`src/rtl/mem_dump_serializer.sv`:
```
// Snapshots the data-memory debug dump and streams it out MSB byte first over valid/ready,
// optionally followed by an XOR checksum byte.
module mem_dump_serializer #(
    parameter int N_WORDS      = 32,
    parameter int WORD_W       = 32,
    parameter bit ADD_CHECKSUM = 1'b1
) (
    input  logic                        clk,
    input  logic                        i_reset,
    input  logic                        i_start,
    input  logic [N_WORDS*WORD_W-1:0]   i_mem_dump,
    output logic [7:0]                  o_byte,
    output logic                        o_valid,
    input  logic                        i_ready,
    output logic                        o_busy,
    output logic                        o_done
);

    localparam int DUMP_W = N_WORDS * WORD_W;
    localparam int NB     = DUMP_W / 8;
    localparam int CNT_W  = $clog2(NB + 1);
    localparam logic [CNT_W-1:0] LAST_CNT = CNT_W'(NB - 1);

    if (WORD_W % 8 != 0) begin : g_bad_word_w
        $error("WORD_W must be a multiple of 8");
    end

    typedef enum logic [1:0] {IDLE, SEND, CSUM, DONE} state_t;

    state_t              state;
    state_t              state_nxt;
    logic [DUMP_W-1:0]   snap;
    logic [CNT_W-1:0]    cnt;
    logic [7:0]          csum;
    logic [7:0]          top_byte;
    logic                accept;

    assign top_byte = snap[DUMP_W-1 -: 8];
    assign accept   = o_valid && i_ready;

    always_ff @(posedge clk or posedge i_reset) begin
        if (i_reset) begin
            state <= IDLE;
        end else begin
            state <= state_nxt;
        end
    end

    always_comb begin
        state_nxt = state;
        case (state)
            IDLE: if (i_start) state_nxt = SEND;
            SEND: if (accept && cnt == LAST_CNT) state_nxt = ADD_CHECKSUM ? CSUM : DONE;
            CSUM: if (accept) state_nxt = DONE;
            DONE: state_nxt = IDLE;
            default: state_nxt = IDLE;
        endcase
    end

    always_comb begin
        o_valid = 1'b0;
        o_byte  = 8'h00;
        o_busy  = 1'b0;
        o_done  = 1'b0;
        case (state)
            SEND: begin
                o_valid = 1'b1;
                o_byte  = top_byte;
                o_busy  = 1'b1;
            end
            CSUM: begin
                o_valid = 1'b1;
                o_byte  = csum;
                o_busy  = 1'b1;
            end
            DONE: begin
                o_done = 1'b1;
                o_busy = 1'b1;
            end
            default: ;
        endcase
    end

    // Snapshot shifts left so the byte on offer is always the top one.
    always_ff @(posedge clk or posedge i_reset) begin
        if (i_reset) begin
            snap <= '0;
            cnt  <= '0;
            csum <= 8'h00;
        end else begin
            if (state == IDLE && i_start) begin
                snap <= i_mem_dump;
                cnt  <= '0;
                csum <= 8'h00;
            end else if (state == SEND && i_ready) begin
                snap <= {snap[DUMP_W-9:0], 8'h00};
                csum <= csum ^ top_byte;
                cnt  <= cnt + 1'b1;
            end
        end
    end

endmodule

```
`config.mk`:
```
export PLATFORM = sky130hd
export DESIGN_NAME = mem_dump_serializer
export DESIGN_NICKNAME = d
export VERILOG_FILES = /design/src/rtl/mem_dump_serializer.sv
export SDC_FILE = /design/constraint.sdc
export NUM_CORES = 2
export LEC_CHECK = 0
export CORE_AREA = 5 5 405 407
export DETAILED_ROUTE_END_ITERATION = 8
export DIE_AREA = 0 0 410 412
export PLACE_DENSITY = 0.56
export SLEW_MARGIN = 15
export SYNTH_ARGS = -nofsm -noshare
export SYNTH_HDL_FRONTEND = slang
export SYNTH_SLANG_ARGS = --single-unit
```
`constraint.sdc`:
```
create_clock -name clk -period 38 [get_ports clk]
set_input_delay 5.7 -clock clk [delete_from_list [all_inputs] [get_ports clk]]
set_output_delay 5.7 -clock clk [all_outputs]
set_load 0.1 [all_outputs]
```
After elaboration in Yosys (flattened, before gate mapping). Index checks and enable logic that the tools add are counted.

Register bits: 1042. Bits of input ports: 1028. Output and inout bits: 11. Word-level logic and storage cells: 36.

$add $sub $neg: 1. Eq/ne operators: 7. Muxes and demuxes: 14. Bitwise operators: 1. Reduce and logical (&&, ||, !) cells: 9.

Operators with widths (number): 2-to-1 mux 1024 bit (2); 2-to-1 mux 8 bit (4); one-hot mux 8 bit (2 select lines) (1); adder 8 x 1 -> 8 bit (second input constant) (1); equality test 8 x 7 -> 1 bit (second input constant) (1); one-hot mux 2 bit (4 select lines) (1); bitwise XOR 8 bit (1); 2-to-1 mux 2 bit (3); inequality test 2 bit (second input constant) (3); equality test 2 bit (second input constant) (2); logical AND 1 bit (4); 2-to-1 mux 1 bit (3); AND reduction 3 bit (1); OR reduction 3 bit (1); equality test 2 x 1 -> 1 bit (second input constant) (1); zero test 2 bit (1); nonzero test 2 bit (1); OR reduction 2 bit (1).

Longest topological paths before layout.
Depth after elaboration: 7. Depth in mapped cells: 9. Depth with buffers taken out: 6.

Least setup slack after synthesis. No wires, ideal clock.

Kind: reg-to-output. Start point: register state[0]. End point: output port o_byte[0]. Data arrival time: 2966 ps. Required time: 32300 ps. Setup slack: 29334 ps. Cell stages (with the launch flop): 5. Path buffers: 1. Path through: dfrtp_1 > inv_1 > ha_1 > clkbuf_1 > nor2b_1.

Cells in the longest elaborated chain, start to end: 2. Elaborated cells on any way between the ends: 3. Those cells by class: 2 x eq/ne; 1 x mux.

RTL lines: start, declared (RTL line 30) `state_t state;`; start signal, assigned (RTL line 45) `state <= state_nxt;`; equality test 2 bit or equality test 2 x 1 -> 1 bit (tied branches) (RTL line 65) `case (state)`; one-hot mux 8 bit (2 select lines) * (RTL line 65); end, declared (RTL line 12) `output logic [7:0] o_byte,`.

Mark *: on every way between the ends. The rest lies on a longest branch, timed or not.

Worst setup path after layout.
Start point: input port i_start. End point: register snap[525].

Cells in the longest elaborated chain, start to end: 2. Elaborated cells on any way between the ends: 3. Those cells by class: 1 x mux; 2 x reduce/logical.

RTL lines: start, declared (RTL line 10) `input logic i_start,`; logical AND 1 bit * (RTL line 91) `if (state == IDLE && i_start) begin`; 2-to-1 mux 1024 bit or nonzero test 2 bit (tied branches); end signal, assigned (RTL line 92) `snap <= i_mem_dump;`; end signal, assigned (RTL line 96) `snap <= {snap[DUMP_W-9:0], 8'h00};`; end, declared (RTL line 32) `logic [DUMP_W-1:0] snap;`.

Marked as above. A chain may end at the register's enable or synchronous reset.

==> results.txt <==
----------------------------------------------------
[Status]
  Status ... complete, no violations

[Drt]
  First-pass iteration count of the detailed router ... 8
  Post-detailed-route wirelength per cell ... 19.7 um
  Vias ... 42700
  Via-to-Cell Ratio ... 4.93
  Aggregate routed wire length ... 171000 um
  Iteration-0 DRC count of the detailed router ... 4414
  Residual antenna-violating net count after detailed routing ... 0
  Drt drc ... 0

[Global routing]
  Maximum number of pins on one net before global-route repair ... 211
  Number of global-route vias before repair ... 41600
  Wire length of the first global-routing pass ... 253000 um
  Initial antenna violation count ... 72
  Sum of overflow across all layers after global routing ... 0
  All-Layer GR Usage ... 19.3%

[Clocking]
  Num Clock Sinks ... 1042
  Count of cells resized by post-cts repair ... 0
  Hold buffers post-CTS ... 0
  Clock tree from TritonCTS ... done
  Max Root-Sink Buffers ... 3
  Worst skew pair latency ... 730 ps
  CTS root buffer ... sky130_fd_sc_hd__clkbuf_16
  Number of H-tree levels ... 3
  Setup fix buffers added after clock tree synthesis ... 0
  Clock transition at the registers of the reported paths ... 60 ps
  TritonCTS Buffers ... 117

[Placement]
  Buffers on Ports ... 1038
  Final GP Congestion ... 0.844
  Hpwl dp ... 121000 um
  Pre-CTS setup slack ... 25070 ps

[Finish]
  Filler Cell Count ... 16400
  NumNets Final ... 7450
  Relative area change from synthesis to final layout ... 33.6%
  Share of cells above drive strength 1 ... 3.97%
  Post-layout utilization of the core ... 39.0%

[Synth]
  Number of flip-flops and latches in the synthesized netlist ... 1042
  Unique masters post-synth ... 30
  Seq/Total Area, Yosys ... 55.9%
  Syn nets ... 6697
  Average instance area after synthesis ... 8.24 um^2
  Post-synthesis instance area ... 46600 um^2
  Mapped Cells ... 5663
  Total of warnings raised by yosys ... 0

[Setup path]
  Critical path class ... in2reg
  Critical path startpoint category ... primary input
  Stage delay of the slowest cell on the critical path ... 910 ps
  Largest driver fanout on the critical path ... 160
  R2r setup slk ... 30390 ps
  Crit path buf inv count ... 7
  Worst EP arrival ... 12870 ps
  Cell mode on critical path ... sky130_fd_sc_hd__buf_4
  Kind of end point of the critical path ... flip-flop
  Family of cells with the greatest summed delay on the critical path ... buffers and inverters
  Critical-path cell with the highest stage delay ... sky130_fd_sc_hd__buf_4
  Cell-by-cell listing of the critical path ... clkdlybuf4s50_1 > nand2_8 > nand2_8 > buf_4 > buf_4 > buf_4 > buf_4 > buf_4 > buf_4 > nor2_1 > a31oi_1
  Required arrival time at the worst endpoint ... 38640 ps

[Floorplan]
  Die ar. ... 169000 um^2
  Count of boundary I/O pins ... 1039
  Core area ... 160000 um^2
  Starting density of the core ... 29.2%
  Die X-Extent ... 410 um
  Die Y ... 412 um
  Row cnt ... 147

[STA]
  Post-route clock period utilization ... 32.2%
  Fin. Hold Viols ... 0
  Final setup skew ... 47.4 ps
  Setup repair after global routing missed its margin ... no
  Max Freq ... 81.7 MHz
  Final slew viol count ... 0
  Worst Slack Setup Final ... 25760 ps
  Tightest Pin Transition ... 1170 ps
  Max-slew headroom ... 22.1%
  Minimum clock period ... 12240 ps
  Final setup violating endpoints ... 0
  Accumulated negative setup slack ... 0 ps

[Worst hold path]
  Path class of the lowest-slack min-delay path ... reg2reg

[Power and ir drop]
  Maximum vdd ir drop ... 37.9 uV
  Total power per unit cell area ... 49.6 nW/um^2
  Cell leakage power ... 0.0264 uW

[Job]
  Maximum Capacitance Violations ... 0

----------------------------------------------------
[Yosys cell counts (all sizes together)]
master	number	area (um^2)
nand2	2049	7700
clkbuf	152	571
dfrtp	1042	26100
nor3	1	5.00
a222oi	1	10.0
ha	6	75.1
a31oi	1016	6360
and3	1	6.26
nor4	1	6.26
nor2b	8	50.1
or3	1	6.26
nor2	1033	3880
buf	304	1550
nand3	2	10.0
mux2	1	11.3
inv	5	18.8
o21ai	2	10.0
mux2i	1	10.0
a21oi	2	10.0
a22oi	8	60.1
nand4	4	25.0
xnor2	3	26.3
xor2	11	96.3
and2	1	6.26
a22o	8	70.1
[where the power goes]
group | internal [uW] | switching, uW
Clock | 725 | 491
Combinational | 226 | 233
Sequential | 1300 | 117
[sequential cells by signal, summed over array words and instances, names as in the netlist]
signal and count:
snap 1024, csum 8, cnt 8, state 2
[through the flow]
step	hold slack (ps)	power, uW	std cells	instance area, um^2
2_1_floorplan	466	1670	5663	46600
3_3_place_gp	487	1880	8383	58000
3_5_place_dp	483	1890	8383	58000
6_report	500	3090	8656	62300
4_1_cts	505	3130	8603	62200
5_1_grt	524	3250	8645	62300
[kinds of logic (layout without fill, tap and decap cells)]
kind of cell	count (synthesis)	in the layout	share of synthesized area, %
AO/OA/AOI/OAI	1037	1037	14.0
AND/OR/NAND/NOR	3101	3101	25.1
multiplexers	2	2	0.0456
adder cells (fa/ha/maj)	6	6	0.161
XOR/XNOR	14	14	0.263
flip-flops	1042	1042	55.9
buffers and inverters	461	1315	4.58
other	0	53	0
[cell usage in the layout (no fill, tap or decap), types with 3 or more instances in the layout]
cell	n
sky130_fd_sc_hd__nor2b_1	8
sky130_fd_sc_hd__a22o_1	8
sky130_fd_sc_hd__clkbuf_1	20
sky130_fd_sc_hd__dfrtp_1	1042
sky130_fd_sc_hd__nand4_1	4
sky130_fd_sc_hd__diode_2	53
sky130_fd_sc_hd__ha_1	6
sky130_fd_sc_hd__buf_12	5
sky130_fd_sc_hd__bufinv_16	12
sky130_fd_sc_hd__clkbuf_16	118
sky130_fd_sc_hd__a22oi_1	8
sky130_fd_sc_hd__xor2_1	11
sky130_fd_sc_hd__buf_4	47
sky130_fd_sc_hd__clkinv_2	24
sky130_fd_sc_hd__xnor2_1	3
sky130_fd_sc_hd__clkinv_16	4
sky130_fd_sc_hd__nand2_1	2047
sky130_fd_sc_hd__clkdlybuf4s50_1	1038
sky130_fd_sc_hd__a31oi_1	1016
sky130_fd_sc_hd__nor2_1	1032
sky130_fd_sc_hd__clkbuf_8	37
sky130_fd_sc_hd__inv_6	3
[final timing paths]
path,cells after the start,to,from
worst min-delay path,1,snap[3],snap[3]
worst max register to register,12,snap[525],state[0]
max in group asynchronous,5,snap[606],i_reset
min in group asynchronous,2,snap[882],i_reset
worst min register to register,1,snap[3],snap[3]
worst max-delay path,11,snap[525],i_start
[final cells by class]
type	count	area, um^2	area share (%)
clock buffer	175	3540	5.68
tap	2086	2610	4.19
clock inverter	45	643	1.03
inverter	5	26.3	0.0422
sequential	1042	26100	41.8
antenna	53	133	0.213
multi-input combinational	4160	18500	29.6
timing repair buffer	1090	10800	17.4
[per-layer routing]
| layer | GRT usage [%] | vias up | wire, um |
|---|---|---|---|
| met4 | 8.08 | 40 | 5270 |
| met3 | 4.40 | 267 | 11100 |
| met5 | 0 | - | 271 |
| li1 | - | 20400 | - |
| met1 | 25.5 | 20700 | 73600 |
| met2 | 30.6 | 1282 | 80500 |
(Power assumes the default switching activity.)
